$ cat config.mk
export PLATFORM = sky130hd
export DESIGN_NAME = axil_write_link
export DESIGN_NICKNAME = d
export VERILOG_FILES = /design/src/rtl/axil_write_link.sv
export SDC_FILE = /design/constraint.sdc
export NUM_CORES = 1
export LEC_CHECK = 0
export ABC_CLOCK_PERIOD_IN_PS = 2700
export CAP_MARGIN = 20
export CELL_PAD_IN_SITES_DETAIL_PLACEMENT = 2
export CELL_PAD_IN_SITES_GLOBAL_PLACEMENT = 2
export CORE_MARGIN = 2
export CORE_UTILIZATION = 26
export CTS_CLUSTER_DIAMETER = 40
export DETAILED_ROUTE_END_ITERATION = 16
export GPL_TIMING_DRIVEN = 0
export PLACE_DENSITY_LB_ADDON = 0.1
export SYNTH_ARGS = -nofsm -noshare
export SYNTH_HDL_FRONTEND = slang
export SYNTH_SLANG_ARGS = --single-unit
$ cat constraint.sdc
create_clock -name aclk -period 2.7 [get_ports aclk]
set_clock_uncertainty 0.1 [all_clocks]
set_input_delay 0.54 -clock aclk [delete_from_list [all_inputs] [get_ports aclk]]
set_output_delay 0.54 -clock aclk [all_outputs]
set_load 0.01 [all_outputs]
$ cat src/rtl/axil_write_link.sv
// Single-shot AXI4-Lite write master wired to a register-file slave; start to done is 4 clocks.
// Optional macro AXIL_ALIGN_CHECK_EN makes the slave reject misaligned writes with SLVERR.
module axil_write_link #(
    parameter int DATA_WIDTH = 32,
    parameter int ADDR_WIDTH = 4,
    parameter int ADDRESS    = 13
) (
    input  logic                  aclk,
    input  logic                  areset,
    input  logic                  start,
    input  logic [DATA_WIDTH-1:0] wr_data,
    output logic                  busy,
    output logic                  done,
    output logic [1:0]            resp,
    output logic [DATA_WIDTH-1:0] data,
    input  logic [ADDR_WIDTH-3:0] rd_idx,
    output logic [DATA_WIDTH-1:0] rd_data,
    output logic [ADDR_WIDTH-1:0] mon_awaddr,
    output logic                  mon_awvalid,
    output logic                  mon_awready,
    output logic [DATA_WIDTH-1:0] mon_wdata,
    output logic                  mon_wvalid,
    output logic                  mon_wready,
    output logic [1:0]            mon_bresp,
    output logic                  mon_bvalid,
    output logic                  mon_bready
);

    localparam int NREGS = 1 << (ADDR_WIDTH - 2);
    localparam logic [ADDR_WIDTH-1:0] TARGET = ADDR_WIDTH'(ADDRESS);

    typedef enum logic [1:0] {
        IDLE = 2'd0,
        ADDR = 2'd1,
        RESP = 2'd2
    } state_t;

    state_t                state_q, state_d;
    logic                  awvalid_q, awvalid_d;
    logic                  wvalid_q, wvalid_d;
    logic [ADDR_WIDTH-1:0] awaddr_q, awaddr_d;
    logic [DATA_WIDTH-1:0] wdata_q, wdata_d;
    logic                  bready_q, bready_d;
    logic                  done_q, done_d;
    logic                  busy_q, busy_d;
    logic [1:0]            resp_q, resp_d;

    logic                  awready_q, wready_q, bvalid_q;
    logic [1:0]            bresp_q;
    logic [DATA_WIDTH-1:0] regs [NREGS];
    logic                  accept, write_en, misaligned;

    // Master: AW and W retire independently; B is awaited only once both have.
    always_comb begin
        state_d   = state_q;
        awvalid_d = awvalid_q;
        wvalid_d  = wvalid_q;
        awaddr_d  = awaddr_q;
        wdata_d   = wdata_q;
        bready_d  = bready_q;
        done_d    = 1'b0;
        resp_d    = resp_q;
        case (state_q)
            IDLE: begin
                if (start) begin
                    wdata_d   = wr_data;
                    awaddr_d  = TARGET;
                    awvalid_d = 1'b1;
                    wvalid_d  = 1'b1;
                    state_d   = ADDR;
                end
            end
            ADDR: begin
                if (awvalid_q && awready_q) awvalid_d = 1'b0;
                if (wvalid_q && wready_q)   wvalid_d  = 1'b0;
                if (!awvalid_d && !wvalid_d) begin
                    bready_d = 1'b1;
                    state_d  = RESP;
                end
            end
            RESP: begin
                if (bvalid_q && bready_q) begin
                    resp_d   = bresp_q;
                    bready_d = 1'b0;
                    done_d   = 1'b1;
                    state_d  = IDLE;
                end
            end
            default: state_d = IDLE;
        endcase
        busy_d = (state_d != IDLE);
    end

    always_ff @(posedge aclk) begin
        if (areset) begin
            state_q   <= IDLE;
            awvalid_q <= 1'b0;
            wvalid_q  <= 1'b0;
            awaddr_q  <= '0;
            wdata_q   <= '0;
            bready_q  <= 1'b0;
            done_q    <= 1'b0;
            busy_q    <= 1'b0;
            resp_q    <= 2'b00;
        end else begin
            state_q   <= state_d;
            awvalid_q <= awvalid_d;
            wvalid_q  <= wvalid_d;
            awaddr_q  <= awaddr_d;
            wdata_q   <= wdata_d;
            bready_q  <= bready_d;
            done_q    <= done_d;
            busy_q    <= busy_d;
            resp_q    <= resp_d;
        end
    end

    // Slave: readies pulse together for one cycle, so AW is never taken without W.
    assign accept   = awvalid_q && wvalid_q && !awready_q && !bvalid_q;
    assign write_en = awvalid_q && awready_q;

`ifdef AXIL_ALIGN_CHECK_EN
    assign misaligned = |awaddr_q[1:0];
`else
    assign misaligned = 1'b0;
`endif

    always_ff @(posedge aclk) begin
        if (areset) begin
            awready_q <= 1'b0;
            wready_q  <= 1'b0;
            bvalid_q  <= 1'b0;
            bresp_q   <= 2'b00;
            for (int i = 0; i < NREGS; i++) regs[i] <= '0;
        end else begin
            awready_q <= accept;
            wready_q  <= accept;
            if (write_en) begin
                bvalid_q <= 1'b1;
                bresp_q  <= misaligned ? 2'b10 : 2'b00;
                if (!misaligned) regs[awaddr_q[ADDR_WIDTH-1:2]] <= wdata_q;
            end else if (bvalid_q && bready_q) begin
                bvalid_q <= 1'b0;
            end
        end
    end

    assign rd_data     = regs[rd_idx];
    assign busy        = busy_q;
    assign done        = done_q;
    assign resp        = resp_q;
    assign data        = wdata_q;
    assign mon_awaddr  = awaddr_q;
    assign mon_awvalid = awvalid_q;
    assign mon_awready = awready_q;
    assign mon_wdata   = wdata_q;
    assign mon_wvalid  = wvalid_q;
    assign mon_wready  = wready_q;
    assign mon_bresp   = bresp_q;
    assign mon_bvalid  = bvalid_q;
    assign mon_bready  = bready_q;

endmodule

==> qor.csv, run 1 <==
stage,metric,value,unit
floorplan,core area,0.01730,mm2
timing,fmax,393.7,MHz
clock_network,# hold bufs at CTS,0,
timing,Final Max Slew Viols,0,
finish,Layout Utilization,38.81,%
route,drt via density,4.377,
grt,total track usage,14.83,%
floorplan,Die ar.,0.01873,mm2
route,DRC,0,
power_and_ir_drop,total chip power,4.074,mW
timing,Least-Margin Pin Slew,0.9776,ns
power_and_ir_drop,LEAKAGE,2.714,nW
power_and_ir_drop,internal power,3.032,mW
yosys,synthesized flop and latch total,106,
finish,# diodes,0,
clock_network,clk buf depth,2,
timing,fraction of the cycle the final worst path needs,94.06,%
yosys,Avg Synthesized Cell Area,11.14,um2
setup_path,worst path bufs/invs,3,
power_and_ir_drop,Sw Pwr,1.041,mW
yosys,YS warnings,0,
route,final wirelength,13.34,mm
clock_network,H-Tree Depth,3,
route,post-route ant nets,0,
floorplan,die height,136.8,um
timing,RSZ-0062 raised after global routing,false,
clock_network,"Clk pin slew, worst setup/hold paths",0.07,ns
yosys,Post-Syn Instances,412,
power_and_ir_drop,Peak supply drop,0.0002924,V
setup_path,critical path's largest stage delay,0.53,ns
grt,total congestion overflow,0,
finish,area growth from synthesis to layout,46.30,%
setup_path,Top delay family on crit path,buffers and inverters,
clock_network,cts bufs inserted,9,
job,max cap viols,0,
route,drt initial violations,90,
yosys,Main synth FF type,edfxtp_1,
grt,initial antenna violation count,0,
grt,global-route wire length before repair,20.71,mm
finish,proportion of layout cells with a drive suffix above 1,17.71,%
power_and_ir_drop,Net Sw Frac,25.56,%
setup_path,required time worst endpoint,2.06,ns
clock_network,CTS Sinks,106,
yosys,Post-synth ARST share,0,%
setup_path,Worst Setup Start Kind,primary input,
floorplan,die width,136.8,um
power_and_ir_drop,sequential power share,46.7,%
power_and_ir_drop,logic gate share of total power,18.3,%
yosys,cell area after synthesis,0.004588,mm2
setup_path,"Max FO, Critical Path",10,
setup_path,Crit. End Element,primary output,
yosys,register area share after synthesis,60.21,%
placed_design,Setup Slack @ Placement,-0.5789,ns
timing,Final Hold Vio Count,0,
route,via count,3506,
placed_design,DP HPWL,9.571,mm
status,status,"complete, no violations",
clock_network,Worst-Skew Late Latency,0.35,ns
setup_path,cells along the critical path,clkdlybuf4s50_1 -> and2_4 -> buf_6 -> a22o_1 -> dlygate4sd2_1,
yosys,synth top area cells,"edfxtp_1 42%, dfxtp_1 18%, and2_1 6.7%, buf_4 6.5%, a22o_1 6.1%",
floorplan,starting density of the core,26.53,%
route,Initial DRT Pass Iterations,4,
grt,number of global-route vias before repair,3876,
setup_path,Worst EP arrival,1.90,ns
placed_design,IO Port Bufs,142,
route,drt wl/cell,16.65,um
floorplan,Ports,149,
min_path,Hold WC Path Type,flip-flop to flip-flop,
finish,"most common cell after layout, fill and taps aside",clkdlybuf4s50_1,
power_and_ir_drop,clock share of power,35.0,%
yosys,"EDFF count, synth",64,
setup_path,Setup CP Type,primary input to primary output,
clock_network,CTS Root Cell,clkbuf_16,
power_and_ir_drop,PwrDens,606.9,mW/mm2
timing,setup violators final,0,
finish,most frequent cells in the layout,"110 x clkdlybuf4s50_1, 68 x nand2_1, 64 x edfxtp_1",
yosys,Yosys cell types,32,
clock_network,CTS tree,yes,
timing,minimum clock period,2.540,ns
yosys,top cell type's share of synthesized area,41.89,%
floorplan,row cnt,48,
finish,nets@finish,612,
setup_path,CP max stage cell,clkdlybuf4s50_1,
yosys,largest area contributor in the netlist,edfxtp_1,
placed_design,final RePlAce weighted congestion,0.7335,
timing,relative slew slack,34.83,%
grt,largest net degree at the start of global routing,33,
timing,worst setup slack after layout,0.1603,ns
==> area by class of cell <==
cell class	instances	area [um2]
Sequential cell	106	2763
Fill cell	1845	10580
Clock buffer	9	225.2
Timing Repair Buffer	145	1428
Buffer	64	471.7
Multi-Input combinational cell	241	1428
Inverter	4	15.01
Tap cell	225	281.5
Clock inverter	7	101.3
==> registers in the layout (all words and copies together) (netlist names) <==
signal and flops:
mon_wready 1, done 1, mon_awaddr 1, mon_awvalid 1, regs 64, data 32, state_q 2, mon_bready 1
mon_bvalid 1, busy 1, mon_wvalid 1
==> what timing repair did <==
action                     4_1_cts  5_1_grt
gates resized for setup         52        1
pin swaps                        2        0
setup endpoints to repair       32        1
buffers inserted                 2        0
==> routing by layer <==
| metal | wire [um] | vias to the layer above | global-route usage (%) |
|---|---|---|---|
| met4 | 184 | 0 | 4.639 |
| met5 | 0 | - | 0 |
| met1 | 5400 | 1726 | 16.78 |
| met2 | 7155 | 81 | 27.64 |
| li1 | - | 1686 | - |
| met3 | 596 | 13 | 3.222 |
==> kinds of logic after synthesis <==
kind of cell | after synthesis | synth area share, %
AND/OR/NAND/NOR | 148 | 16.77
buffers and inverters | 69 | 9.463
AO/OA/AOI/OAI | 84 | 12.38
flip-flops | 106 | 60.21
other | 1 | 0.08173
adder cells (fa/ha/maj) | 4 | 1.091
==> path summary, 6_finish.rpt <==
kind                 start  slack (ns)           to  depth (start not counted)
min reg2reg     mon_bready        0.40   mon_bvalid                          1
min             mon_bready        0.40   mon_bvalid                          1
max reg2reg  mon_awaddr[0]        0.79  regs[3][16]                          1
max              rd_idx[1]        0.16   rd_data[6]                          5
==> power groups by stage <==
stage | sequential (mW) | clock [mW] | combinational [mW]
floorplan | 1.94 | 0 | 0.325
global placement | 1.94 | 0 | 0.744
detailed placement | 1.94 | 0 | 0.765
CTS | 1.91 | 1.47 | 0.765
global route | 1.92 | 1.53 | 0.820
finish | 1.90 | 1.43 | 0.744
==> per-stage QoR <==
stage / TNS (ns) / instance area [um2] / hold WS, ns / instances
3_3_place_gp: -54.49 / 6306 / 0.3742 / 783
3_5_place_dp: -16.25 / 6345 / 0.3783 / 784
4_1_cts: 0 / 6710 / 0.4020 / 801
5_1_grt: 0 / 6713 / 0.4406 / 801
2_1_floorplan: 0 / 4603 / 0.3854 / 416
6_report: 0 / 6713 / 0.4025 / 801
==> synth_stat cells (2+ instances only) <==
master	number
a21oi_1	36
nand2b_1	2
clkbuf_1	8
buf_1	2
and2_1	49
nand2_1	68
a22o_1	32
o21bai_1	2
nor2_1	7
buf_2	8
and2_2	17
edfxtp_1	64
o21ai_0	6
dfxtp_1	42
clkbuf_2	6
ha_1	4
inv_1	4
o22ai_1	2
buf_4	40
Note: power is estimated with default switching activity, not from simulation.
==> inputs of run 2 (changes only) <==
ABC_CLOCK_PERIOD_IN_PS = default   (was 2700)
==> results of run 2 <==
Final layout, timing and power as in run 1 (identical DEF).
==> RTL change 1 (config.mk and constraints of run 1) <==
The parameter `DATA_WIDTH` goes from 32 to 64.
--- a/src/rtl/axil_write_link.sv
+++ b/src/rtl/axil_write_link.sv
@@ -1,7 +1,7 @@
 // Single-shot AXI4-Lite write master wired to a register-file slave; start to done is 4 clocks.
 // Optional macro AXIL_ALIGN_CHECK_EN makes the slave reject misaligned writes with SLVERR.
 module axil_write_link #(
-    parameter int DATA_WIDTH = 32,
+    parameter int DATA_WIDTH = 64,
     parameter int ADDR_WIDTH = 4,
     parameter int ADDRESS    = 13
 ) (
Ports: changed (resized data, mon_wdata, rd_data and wr_data); port bits go from 149 to 277. The function was not compared with the original's and may differ.
==> RTL change 1 against run 1 <==
- wire length rose by 110%
- via count rose by 91%
- setup slack got worse by 110 ps
- sequential cell count rose by 96
- final cell count rose by 93%
- total power rose by 150%
- synthesized area rose by 88%
- cell area rose by 100%
- maximum frequency fell by 4.0%
- critical path type unchanged
- largest cell class unchanged
==> RTL change 1: results (changes against run 1) <==
| Metric | Value |
|---|---|
| Hold depth | `2 (was 1)` |
| HPWL after DPL | `19970 um (was 9571 um)` |
| Initial antenna violation count | `1 (was 0)` |
| Largest net degree at the start of global routing | `36 (was 33)` |
| Cell Count, Final, Fillers Out | `1547 (was 801)` |
| Pre-CTS setup slack | `-812.7 ps (was -578.9 ps)` |
| Least-Margin Pin Slew | `825.9 ps (was 977.6 ps)` |
| I/O Buffers | `271 (was 142)` |
| Worst-skew pair later-pin latency | `500 ps (was 350 ps)` |
| Reg2reg path depth | `6 (was 1)` |
| Layout cells sized above 1 | `20.81% (was 17.71%)` |
| Logic pwr share | `13.6% (was 18.3%)` |
| WL final | `28580 um (was 13340 um)` |
| Cell variety after synth | `31 (was 32)` |
| Worst R2R Setup Slack | `520 ps (was 790 ps)` |
| Crit path DAT | `2000 ps (was 1900 ps)` |
| Cts bufs inserted | `39 (was 9)` |
| Syn avg cell area | `11.43 um^2 (was 11.14 um^2)` |
| Clk slew on worst S/H paths | `50 ps (was 70 ps)` |
| Clock network fraction of total power | `50.4% (was 35.0%)` |
| CTS H-tree depth | `2 (was 3)` |
| First-pass GRT wire length | `42860 um (was 20710 um)` |
| Switching share of power | `24.61% (was 25.56%)` |
| Worst r2r dst | `data[3] (was regs[3][16])` |
| Clk buf depth | `3 (was 2)` |
| Post-synth EDFFs | `128 (was 64)` |
| RePlAce Congestion | `0.6976 (was 0.7335)` |
| Filler cell count | `3359 (was 1845)` |
| GR Util All Layers | `16.48% (was 14.83%)` |
| First-pass detailed-route iteration total | `4 (unchanged)` |
| Vias per std cell | `4.336 (was 4.377)` |
| Placed cell areas | `0.01199 mm^2 (was 0.006345 mm^2)` |
| Internal power consumption | `7.612 mW (was 3.032 mW)` |
| Synth top cells by count | `132 x nand2_1, 128 x edfxtp_1, 79 x and2_1 (was 68 x nand2_1, 64 x edfxtp_1, 49 x and2_1)` |
| Max FFs per register | `128 (was 64)` |
| Outcome | `finished, final reports clean (unchanged)` |
| Crit Reg-Reg Startpoint | `state_q[1] (was mon_awaddr[0])` |
| Hold slack | `395.7 ps (was 402.5 ps)` |
| Area contributors post-synth | `edfxtp_1 45%, dfxtp_1 17%, a22o_1 6.5% (was edfxtp_1 42%, dfxtp_1 18%, and2_1 6.7%)` |
| Crit-path max cell delay | `480 ps (was 530 ps)` |
| Sequential fraction of the synthesis area | `61.82% (was 60.21%)` |
| Leak Pwr | `5.632 nW (was 2.714 nW)` |
| HP Start | `data[57] (was mon_bready)` |
[RTL change 1: cell types whose count changed after synthesis, sizes merged, moves of 43 or more]
cell / delta
and2: +64
buf: +43
edfxtp: +64
nand2: +64
[RTL change 1: logic make-up (layout without fill, tap and decap cells)]
kind of cell	Yosys count	in the layout	synth area share (%)
flops	202	202	61.82
simple gates	276	276	16.98
fa+ha+maj	4	4	0.5810
compound gates	148	148	11.71
other cells	1	5	0.04353
buf+inv	123	470	8.874
[RTL change 1: how the worst max path moves through the flow]
| stage | from | to | slack, ps | cells after the start |
|---|---|---|---|---|
| floorplan | areset | regs[3][0] | 460 | 2 |
| global placement | areset | regs[3][41] | -1150 | 3 |
| detailed placement | rd_idx[1] | rd_data[56] | -810 | 6 |
| CTS | rd_idx[0] | rd_data[12] | 9 | 6 |
| global route | rd_idx[1] | rd_data[41] | -2 | 6 |
| finish | rd_idx[1] | rd_data[36] | 60 | 6 |
[RTL change 1: layout make-up]
cell class,instances,area (um^2),share of cell area [%]
plain buffers,119,843.3,6.237
clock buffers,45,1061,7.847
clock inverters,26,322.8,2.387
inverters,4,15.01,0.1110
multi-input cells,433,2570,19.01
flip-flops and latches,202,5325,39.38
well taps,442,553.0,4.090
repair buffers,276,2831,20.94
[RTL change 1: timing repair]
action | in CTS | in global routing
pin swaps | 1 | 0
setup buffers | 1 | 0
endpoints found under the setup margin | 64 | 32
resized for setup | 61 | 26
endpoints found under the hold margin | 0 | 0
[RTL change 1: routing by layer]
layer | vias up | global-route usage (%) | routed length, um
met3 | 40 | 4.207 | 1708
li1 | 3184 | - | -
met1 | 3290 | 20.55 | 12390
met5 | - | 0 | 13
met2 | 192 | 28.27 | 13990
met4 | 2 | 4.409 | 477
==> RTL change 2 (flow settings as in run 1) <==
Without the edit above. Encoding of `state_t`: now one-hot (3 bits for 3 states).
--- a/src/rtl/axil_write_link.sv
+++ b/src/rtl/axil_write_link.sv
@@ -29,10 +29,10 @@
     localparam int NREGS = 1 << (ADDR_WIDTH - 2);
     localparam logic [ADDR_WIDTH-1:0] TARGET = ADDR_WIDTH'(ADDRESS);
 
-    typedef enum logic [1:0] {
-        IDLE = 2'd0,
-        ADDR = 2'd1,
-        RESP = 2'd2
+    typedef enum logic [2:0] {
+        IDLE = 3'b001,
+        ADDR = 3'b010,
+        RESP = 3'b100
     } state_t;
 
     state_t                state_q, state_d;
Formal check against the unedited RTL: same outputs for any inputs over 10 cycles, from zero or initial values and one cycle with areset high; not proved beyond that.
==> RTL change 2 against run 1 <==
- final cell count is 0.25% lower
- die area is 0.64% higher
- sequential cell count is 1 higher
- cell area hardly changed
- setup slack worse by 75 ps
- highest routed layer unchanged
- wire length is 1.4% higher
- worst hold slack worse by 15 ps
- synthesized area is 0.65% higher
- critical path type unchanged
- total power is 8.3% lower
==> RTL change 2: results (changes against run 1) <==
| Metric | Value |
|---|---|
| Sequential fraction of the synthesis area | `60.25% (was 60.21%)` |
| WL final | `13520 um (was 13340 um)` |
| # diodes | `0 (unchanged)` |
| Worst-skew pair later-pin latency | `340 ps` |
| Cts bufs inserted | `9 (unchanged)` |
| HPWL after DPL | `9692 um (was 9571 um)` |
| Worst R2R Setup Slack | `880 ps (was 790 ps)` |
| Least-Margin Pin Slew | `883.2 ps (was 977.6 ps)` |
| Worst r2r dst | `regs[0][28] (was regs[3][16])` |
| Worst setup endpoint | `rd_data[7] (was rd_data[6])` |
| Post-synth EDFFs | `64 (unchanged)` |
| CTS H-tree depth | `3 (unchanged)` |
| Crit Reg-Reg Startpoint | `mon_wready (was mon_awaddr[0])` |
| I/O Buffers | `142 (unchanged)` |
| CP Class | `in -> out (unchanged)` |
| Initial DRC Count | `124 (was 90)` |
| Synth top cells by count | `71 x nand2_1, 65 x and2_1, 64 x edfxtp_1 (was 68 x nand2_1, 64 x edfxtp_1, 49 x and2_1)` |
| Mapped Cells | `411 (was 412)` |
| Synth warnings | `0 (unchanged)` |
| First-pass GRT wire length | `21160 um (was 20710 um)` |
| Layout cells sized above 1 | `14.98% (was 17.71%)` |
| HP Start | `mon_wvalid (was mon_bready)` |
| Filler cell count | `1842 (was 1845)` |
| RePlAce Congestion | `0.6880 (was 0.7335)` |
| Area contributors post-synth | `edfxtp_1 42%, dfxtp_1 19%, and2_1 8.8% (was edfxtp_1 42%, dfxtp_1 18%, and2_1 6.7%)` |
| Leak Pwr | `2.542 nW (was 2.714 nW)` |
| Cell variety after synth | `33 (was 32)` |
| Biggest register | `regs (unchanged)` |
| Cell Count, Final, Fillers Out | `799 (was 801)` |
| Outcome | `finished, final reports clean (unchanged)` |
| Hold depth | `2 (was 1)` |
| Crit-path max FO | `10 (unchanged)` |
| Async set-or-reset flop fraction in the synthesized netlist | `0% (unchanged)` |
| DP Cell Count | `783 (was 784)` |
| Reg2reg path depth | `4 (was 1)` |
| Via count of the first global-routing pass | `3833 (was 3876)` |
| Critical Path Source | `rd_idx[1] (unchanged)` |
| Vias per std cell | `4.397 (was 4.377)` |
| Initial antenna violation count | `0 (unchanged)` |
| Hold Crit Class | `reg -> reg (unchanged)` |
| Post-layout net count | `606 (was 612)` |
| Top FF cell, synth | `edfxtp_1 (unchanged)` |
| Clk slew on worst S/H paths | `70 ps (about the same)` |
| First-pass detailed-route iteration total | `4 (unchanged)` |
| Crit path DAT | `1970 ps (was 1900 ps)` |
| Max FFs per register | `64 (unchanged)` |
| Root Buffer | `clkbuf_16 (unchanged)` |
| Clk buf depth | `2 (unchanged)` |
| Worst VDD drop | `0.0002805 V (was 0.0002924 V)` |
| GR Util All Layers | `15.00% (was 14.83%)` |
RTL change 2: changes by cell type after synthesis, moves of 5 or more:
cell and delta:
and2_2 -17, o21ai_0 -5, a21oi_1 -5, clkbuf_1 +10, and2_1 +16, clkbuf_2 -6
RTL change 2: where the power goes:
group	internal, mW	switching [mW]	leakage, nW
sequential	1.80	0.0655	1.01
clock	0.676	0.589	0.139
combinational	0.342	0.264	1.39
RTL change 2: logic make-up after synthesis:
| family | synth area share [%] |
|---|---|
| AO/OA/AOI/OAI | 11.54 |
| buffers and inverters | 10.13 |
| flip-flops | 60.25 |
| other | 0.08120 |
| AND/OR/NAND/NOR | 17.99 |
RTL change 2: cell type report:
type / count / share of cell area (%)
sequential: 107 / 41.48
inverter: 2 / 0.1119
tap: 225 / 4.197
timing repair buffer: 144 / 21.51
clock inverter: 4 / 0.3917
multi-input combinational: 238 / 20.97
clock buffer: 12 / 3.824
buffer: 67 / 7.517
RTL change 2: per-stage QoR:
step	setup slack [ps]	cell area [um^2]	util, %
global placement	-1084	6336	36.51
global route	15.02	6708	38.65
finish	85.06	6708	38.65
detailed placement	-644.7	6370	36.70
floorplan	113.9	4633	-
CTS	56.77	6708	38.65
RTL change 2: worst max-delay path, cell delays in order:
cell	delay, ps
dlygate4sd2_1	310
and2_4	220
clkbuf_8	180
a22o_1	170
clkdlybuf4s50_1	550
RTL change 2: layer usage:
metal	global-route usage [%]	vias to the layer above	wire, um
met4	4.296	0	148
met5	0	-	0
met1	17.89	1742	5693
li1	-	1682	-
met3	3.348	9	593
met2	26.95	80	7085
RTL change 2: timing repair:
| action | CTS | global route |
|---|---|---|
| resized for setup | 25 | 2 |
| setup buffers | 1 | 0 |
| hold buffers | 0 | 0 |
| cloned | 0 | 0 |
| endpoints found under the setup margin | 32 | 4 |
RTL change 2: how the worst min path moves through the flow:
| stage | end | slack, ps |
|---|---|---|
| finish | mon_wready | 390 |
| global route | mon_wready | 410 |
| CTS | mon_wready | 400 |
| detailed placement | mon_wready | 380 |
| global placement | mon_wready | 370 |
| floorplan | mon_wready | 380 |
